## src/rtl/disp_pkg.sv

```systemverilog
// Shared constants, types and digit helpers for the four-digit display path.
package disp_pkg;

    localparam int NUM_DIGITS  = 4;
    localparam int IDX_W       = 2;
    localparam int NIB_W       = 4;
    localparam int VAL_W       = 16;
    localparam int CLK_DIV_DEF = 100_000;

    typedef logic [IDX_W-1:0] idx_t;
    typedef logic [NIB_W-1:0] nib_t;
    typedef logic [VAL_W-1:0] val_t;

    // Nibble of a display value at the given digit index.
    function automatic nib_t nib_sel(input val_t val, input idx_t idx);
        return val[{idx, 2'b00} +: NIB_W];
    endfunction

    // Leading-zero suppression: a nonzero index is blanked when it and
    // every more-significant nibble are zero. Digit 0 always shows.
    function automatic logic lz_blank(input val_t val, input idx_t idx, input logic en);
        logic b;
        b = 1'b0;
        if (en && (idx != '0)) begin
            b = 1'b1;
            for (int i = 0; i < NUM_DIGITS; i++) begin
                if ((i >= int'(idx)) && (val[i*NIB_W +: NIB_W] != '0)) begin
                    b = 1'b0;
                end
            end
        end
        return b;
    endfunction

endpackage

```

## src/rtl/tick_gen.sv

```systemverilog
// Digit-slot prescaler: one-cycle tick every CLK_DIV system clocks.
module tick_gen
    import disp_pkg::*;
#(
    parameter int CLK_DIV = CLK_DIV_DEF
) (
    input  logic clk,
    input  logic rst_n,
    output logic tick
);

    localparam int CNT_W = (CLK_DIV > 1) ? $clog2(CLK_DIV) : 1;
    localparam logic [CNT_W-1:0] LAST = CNT_W'(CLK_DIV - 1);

    logic [CNT_W-1:0] div_cnt;

    // With CLK_DIV = 1 the counter sits at 0 and tick is permanently high.
    assign tick = (div_cnt == LAST);

    // Free-running 0..CLK_DIV-1 counter, restarted on the terminal count.
    always_ff @(posedge clk or negedge rst_n) begin
        if (!rst_n) begin
            div_cnt <= '0;
        end else if (tick) begin
            div_cnt <= '0;
        end else begin
            div_cnt <= div_cnt + 1'b1;
        end
    end

endmodule

```

## src/rtl/refresh_scan_ctrl.sv

```systemverilog
// Four-digit seven-segment scan controller with frame-synchronous,
// double-buffered display updates and optional leading-zero blanking.
module refresh_scan_ctrl
    import disp_pkg::*;
#(
    parameter int CLK_DIV  = CLK_DIV_DEF,
    parameter bit BLANK_LZ = 1'b1
) (
    input  logic             clk,
    input  logic             rst_n,
    input  logic [VAL_W-1:0] value_in,
    input  logic             load,
    output logic             load_ack,
    output logic [IDX_W-1:0] refreshcounter,
    output logic [NIB_W-1:0] digit,
    output logic             blank,
    output logic             frame_tick
);

    logic tick;
    logic wrap;
    logic commit;
    idx_t idx_nxt;
    val_t active;
    val_t active_nxt;
    val_t pending;
    logic pend_v;

    tick_gen #(
        .CLK_DIV (CLK_DIV)
    ) u_tick_gen (
        .clk   (clk),
        .rst_n (rst_n),
        .tick  (tick)
    );

    // Next index, frame wrap, and the value that will be shown after this edge.
    // A load coinciding with the wrap bypasses the pending buffer.
    always_comb begin
        idx_nxt    = refreshcounter;
        wrap       = 1'b0;
        commit     = 1'b0;
        active_nxt = active;
        if (tick) begin
            idx_nxt = refreshcounter + 1'b1;
            wrap    = (refreshcounter == idx_t'(NUM_DIGITS - 1));
        end
        if (wrap) begin
            if (load) begin
                active_nxt = value_in;
                commit     = 1'b1;
            end else if (pend_v) begin
                active_nxt = pending;
                commit     = 1'b1;
            end
        end
    end

    // Load buffer: latest load wins; cleared by every frame boundary.
    always_ff @(posedge clk or negedge rst_n) begin
        if (!rst_n) begin
            pending <= '0;
            pend_v  <= 1'b0;
        end else begin
            if (load) begin
                pending <= value_in;
            end
            if (wrap) begin
                pend_v <= 1'b0;
            end else if (load) begin
                pend_v <= 1'b1;
            end
        end
    end

    // Displayed value, index and decoder outputs all move on the same edge
    // so digit/blank always describe the index being shown.
    always_ff @(posedge clk or negedge rst_n) begin
        if (!rst_n) begin
            active         <= '0;
            refreshcounter <= '0;
            digit          <= '0;
            blank          <= 1'b0;
            frame_tick     <= 1'b0;
            load_ack       <= 1'b0;
        end else begin
            active         <= active_nxt;
            refreshcounter <= idx_nxt;
            digit          <= nib_sel(active_nxt, idx_nxt);
            blank          <= lz_blank(active_nxt, idx_nxt, BLANK_LZ);
            frame_tick     <= wrap;
            load_ack       <= commit;
        end
    end

endmodule

```

## config.mk

```make
export PLATFORM = sky130hd
export DESIGN_NAME = refresh_scan_ctrl
export DESIGN_NICKNAME = d
export VERILOG_FILES = /design/src/rtl/disp_pkg.sv /design/src/rtl/tick_gen.sv /design/src/rtl/refresh_scan_ctrl.sv
export SDC_FILE = /design/constraint.sdc
export NUM_CORES = 1
export LEC_CHECK = 0
export ABC_AREA = 0
export CAP_MARGIN = 20
export CORE_ASPECT_RATIO = 0.8
export CORE_MARGIN = 3
export CORE_UTILIZATION = 54
export DETAILED_ROUTE_END_ITERATION = 8
export PLACE_DENSITY = 0.83
export SYNTH_ARGS = -nofsm -noshare
export SYNTH_HDL_FRONTEND = slang
export SYNTH_SLANG_ARGS = --single-unit
```

## constraint.sdc

```tcl
create_clock -name clk -period 2.9 [get_ports clk]
set_input_delay 0.725 -clock clk [delete_from_list [all_inputs] [get_ports clk]]
set_output_delay 0.725 -clock clk [all_outputs]
set_load 0.005 [all_outputs]
```

==> results of run 1 <==
through the flow:
stage                     hold slack (ps)  power [mW]
after floorplan                       429       0.900
after global placement                477       0.956
after detailed placement              475       0.958
after CTS                             384        1.74
after global routing                  387        1.78
final                                 371        1.72
state kept, by name, summed over array words and instances (netlist names):
signal,cells
active,16
blank,1
digit,4
frame_tick,1
load_ack,1
pend_v,1
pending,16
refreshcounter,2
u_tick_gen.div_cnt,17
kinds of logic after synthesis:
group / after synthesis / share of synthesized area (%)
buf+inv: 25 / 4.09
xor+xnor: 14 / 4.40
compound gates: 47 / 10.5
fa+ha+maj: 2 / 0.899
mux: 19 / 7.55
flops: 59 / 53.0
simple gates: 89 / 19.6
path summary, 6_finish.rpt:
check,start,endpoint,depth (start not counted)
setup / recovery,u_tick_gen.div_cnt[0],blank,8
hold / removal,rst_n,u_tick_gen.div_cnt[14],2
setup reg to reg,u_tick_gen.div_cnt[0],blank,8
hold reg to reg,u_tick_gen.div_cnt[0],u_tick_gen.div_cnt[0],1
max in group asynchronous,rst_n,u_tick_gen.div_cnt[3],2
min in group clk,u_tick_gen.div_cnt[0],u_tick_gen.div_cnt[0],1
routing by layer:
layer	share of wire [%]	wire length (µm)	global-route usage, %
met1	48	2780	31.8
met2	42	2420	28.3
met3	7.1	412	7.08
met4	3.5	206	10.6
met5	0	0	0
worst max-delay path, stage by stage, from the launching register on:
cell and delay (ps):
dfrtp_1 400, ha_1 250, and4_4 230, and4_1 290, and2_1 330, o22a_1 270, a22oi_1 270, a41oi_1 180
nor4_2 230
cell type report:
| cell class | instances | area, µm² | area share (%) |
|---|---|---|---|
| timing repair buffer | 35 | 338 | 10.1 |
| multi-input combinational | 171 | 1190 | 35.7 |
| inverter | 13 | 48.8 | 1.46 |
| tap | 60 | 75.1 | 2.24 |
| sequential | 59 | 1480 | 44.1 |
| clock buffer | 12 | 165 | 4.94 |
| clock inverter | 4 | 47.5 | 1.42 |
Yosys cell counts, types with 2 or more instances:
cell | number | area, µm²
nor3_1 | 3 | 15.0
o22a_1 | 5 | 43.8
clkbuf_1 | 5 | 18.8
mux2_2 | 16 | 180
xor2_1 | 5 | 43.8
a31oi_1 | 8 | 50.1
dfrtp_1 | 59 | 1480
xnor2_1 | 9 | 78.8
nor2_1 | 21 | 78.8
o21ai_1 | 3 | 15.0
or2_1 | 4 | 25.0
nor4_2 | 3 | 37.5
nor4b_1 | 4 | 35.0
o22ai_1 | 6 | 37.5
and4_1 | 2 | 17.5
inv_2 | 3 | 11.3
mux2i_1 | 3 | 30.0
ha_1 | 2 | 25.0
nand2_1 | 19 | 71.3
nand3_1 | 8 | 40.0
o21ai_0 | 12 | 60.1
and2_1 | 6 | 37.5
a21oi_1 | 8 | 40.0
and3_1 | 2 | 12.5
nand4_1 | 5 | 31.3
buf_2 | 4 | 20.0
buf_6 | 2 | 22.5
inv_1 | 9 | 33.8
a22oi_1 | 2 | 15.0
where the power goes:
part	internal, mW	total, mW	switching [mW]
clock	0.464	0.775	0.311
combinational	0.0483	0.0889	0.0406
sequential	0.845	0.853	0.00767
==> flow_summary.toml, run 1 <==
[floorplan]
die_w_um = 86.3
start_util_pct = 58.1
fp.dieH_um = 70.2
dieArea_um2 = 6060
fp.coreArea_um2 = 4790
ios = 28
rows = 22

[worst_setup_path]
worstPathArrival_ps = 2780
critPathMaxFanout = 10
critPathCaptureType = "flip-flop"
r2r_slack_ps = 370
crit_type = "reg2reg"
required_ps = 3150
start_kind = "flip-flop"

[route]
routed_via_density = 5.84
postRouteWirelength_mm = 5.82
ant_nets = 0
firstDrtPassIters = 4
vias = 2068
drtIter0Drc = 179
drc_errors = 0
wl_per_cell_um = 16.4

[global_routing]
overflow = 0
grt_pass1_vias = 2001
grt_max_degree = 60
grt_pass1_wl_mm = 9.98
grt_use_total_pct = 21.6
antenna_found_initial = 0

[yosys]
seq_area_frac_synth_pct = 53.0
ys_warn_count = 0
synth-seq-cells = 59
syn_avg_cell_area_um2 = 10.9
syn-cell-area_um2 = 2780
synth-edff-count = 0
ys_async_sr_fraction_pct = 100
synthCells = 255
synthFlopType = "dfrtp_1"
synth_nets = 276
yosys.cell_types.count = 46

[clocking]
cts_hold_buf = 0
clock_latency_ps = 340
clock_sinks = 59
cts-htree-levels = 3
postCtsSetupBuffers = 0
numCtsBuffers = 9
root_buffer = "clkbuf_8"
clkTransAtPathRegs_ps = 70
cts_resized = 0
cts_tree = "built"
clockBufferDepth = 2

[cells_and_area]
final_cell_area_um2 = 3340
filler_cell_count = 342
layout-drive-gt1-share_pct = 18.4
final_common_cell = "dfrtp_1"
nets = 310
final_cell_mix = "dfrtp_1 (59), clkdlybuf4s50_1 (26), nor2_1 (21)"
final-instance-count-excl-fill = 354
utilization_pct = 69.8
antenna_cells = 0
area_delta_synth_final_pct = 20.1

[sta]
maxSlewHeadroom_pct = 62.9
fin_setup_tns_ps = 0
finalCriticalPeriod_ps = 2530
timing.fmax_ghz = 0.395
rsz0062_at_grt = "no"
slew_viol_final = 0
hold_viol_final = 0
setup_viol = 0
clock_skew_ps = 11.9
worst-slew-pin-transition_ps = 556
finalWorstSetupSlack_ps = 370
period_share_pct = 87.2

[pwr]
leakagePower_nw = 1.49
powerDensity_nw_per_um2 = 513
vdd_drop_max_mv = 0.330

[place]
postPlaceCellArea_um2 = 3130
place_congestion = 0.827
pre_cts_slack_ps = 44.2
portBuffers = 27
dp.cells = 338
hpwl_mm = 4.04

[status]
status = "finished clean"

[worst_hold_path]
worstHoldPathType = "in2async"

[flow_run]
maxCapViolCount = 0
Note: power is estimated with default switching activity, not from simulation.
==> inputs of run 2 (changes only) <==
- clock period: 2.9 -> 2.5 ns (I/O delays scaled with it)
==> run 2 against run 1 <==
Net effect: cell count rose by 4.5%; routed wire length up 8.8%; critical path depth is the same; global-route usage rose by 0.80 points; largest power group unchanged.
==> flow_summary.toml, run 2 (synthesis gave the netlist of run 1 again) <==
[status]
status = "finished clean"

[route]
drc_errors = 0
wl_per_cell_um = 17.1
postRouteWirelength_mm = 6.33
firstDrtPassIters = 4
vias = 2134
routed_via_density = 5.77
ant_nets = 0
drtIter0Drc = 205

[clocking]
clkTransAtPathRegs_ps = 70
cts_tree = "built"
cts_hold_buf = 0
clockBufferDepth = 2
clock_sinks = 59
clock_latency_ps = 340
numCtsBuffers = 9
cts-htree-levels = 3
root_buffer = "clkbuf_8"

[global_routing]
grt_max_degree = 60
antenna_found_initial = 0
overflow = 0
grt_pass1_wl_mm = 10.3
grt_use_total_pct = 22.4
grt_pass1_vias = 2050

[floorplan]
fp.coreArea_um2 = 4790
fp.dieH_um = 70.2
dieArea_um2 = 6060
start_util_pct = 58.1
die_w_um = 86.3
ios = 28
rows = 22

[pwr]
internal_power_mw = 1.64
power_mw = 2.07
clkPwrFrac_pct = 47.3
pwr-share-comb_pct = 4.9
powerDensity_nw_per_um2 = 593
vdd_drop_max_mv = 0.514
switchingPower_mw = 0.428
leakagePower_nw = 1.59
seq_power_share_pct = 47.8
switching_share_pct = 20.7

[worst_setup_path]
reg2regPathDepth = 8
critPathCaptureType = "flip-flop"
start_kind = "input pin"
crit_type = "in2reg"
r2r-end = "digit[0]"
critPathMaxFanout = 9
rr_startpoint = "u_tick_gen.div_cnt[14]"
required_ps = 2750
r2r_slack_ps = 110
slowest_stage = "clkdlybuf4s50_1"
worstPathArrival_ps = 2660
cp_cell_sequence = "clkdlybuf4s50_1 -> buf_4 -> mux2_2 -> nor4_1 -> o22ai_1 -> o31ai_2 -> a41oi_1 -> nor4_2"
cpPeakStageDelay_ps = 460

[sta]
worst-slew-pin-transition_ps = 719
hold-worst-slack_ps = 431
finalCriticalPeriod_ps = 2410
period_share_pct = 96.2
timing.fmax_ghz = 0.416
clock_skew_ps = 10.6
maxSlewHeadroom_pct = 52.0
slew_viol_final = 0
hold_viol_final = 0
setup_viol = 0

[place]
place_congestion = 0.859
portBuffers = 27
hpwl_mm = 4.25

[cells_and_area]
reg_top3 = "u_tick_gen.div_cnt: 17 flops, active: 16 flops, pending: 16 flops"
nets = 326
layout-drive-gt1-share_pct = 23.2
area_delta_synth_final_pct = 25.5
antenna_cells = 0
regMostFlops = "u_tick_gen.div_cnt"
final_cell_mix = "dfrtp_1 (58), clkdlybuf4s50_1 (26), buf_4 (23)"
filler_cell_count = 333
largest_reg_flops = 17
utilization_pct = 72.9
final_common_cell = "dfrtp_1"

[flow_run]
maxCapViolCount = 0

[worst_hold_path]
worstHoldPathType = "in2async"
run 2: area by class of cell:
cell class	instances	area, µm²	area share [%]
tap	60	75.1	2.15
timing repair buffer	51	458	13.1
inverter	13	48.8	1.40
multi-input combinational	171	1210	34.6
sequential	59	1480	42.3
clock inverter	5	75.1	2.15
clock buffer	11	151	4.33
run 2: stage by stage:
stage,cells,setup WS [ps],setup TNS (ps),cell area (µm²)
after floorplan,255,278,0,2780
after global placement,351,-18.1,-18.1,3220
after detailed placement,351,-89.6,-89.6,3220
after CTS,367,113,0,3450
after global routing,370,-12.4,-22.0,3490
final,370,94.5,0,3490
run 2: power by group through the flow:
| stage | registers, mW | logic, mW | clock network [mW] |
|---|---|---|---|
| floorplan | 1.00 | 0.0395 | 0 |
| global placement | 1.01 | 0.101 | 0 |
| detailed placement | 1.01 | 0.103 | 0 |
| CTS | 0.990 | 0.104 | 0.995 |
| global route | 0.992 | 0.113 | 1.04 |
| finish | 0.990 | 0.102 | 0.981 |
run 2: worst max path at each step:
| stage | startpoint | endpoint | slack (ps) | depth (start not counted) |
|---|---|---|---|---|
| after floorplan | u_tick_gen.div_cnt[0] | blank | 280 | 10 |
| after global placement | load | blank | -20 | 8 |
| after detailed placement | load | blank | -90 | 10 |
| after CTS | u_tick_gen.div_cnt[14] | blank | 110 | 8 |
| after global routing | u_tick_gen.div_cnt[14] | blank | -10 | 8 |
| final | load | blank | 90 | 8 |
run 2: repair_timing:
item | in CTS | in global routing
resized for setup | 1 | 2
setup endpoints to repair | 1 | 1
pin swaps | 0 | 3
buffers inserted | 0 | 3
run 2: critical path: cells and delay by family:
| family | cells | cell delay (ps) |
|---|---|---|
| muxes | 1 | 360 |
| and+or+nand+nor | 2 | 570 |
| buffers and inverters | 2 | 620 |
| AOI/OAI and AO/OA | 3 | 490 |
run 2: routing by layer:
layer,share of wire [%],wire length (µm),track usage [%]
met5,0,0,0
met4,1.1,70,7.27
met3,7.7,485,8.14
met2,45,2850,31.7
met1,46,2930,32.1
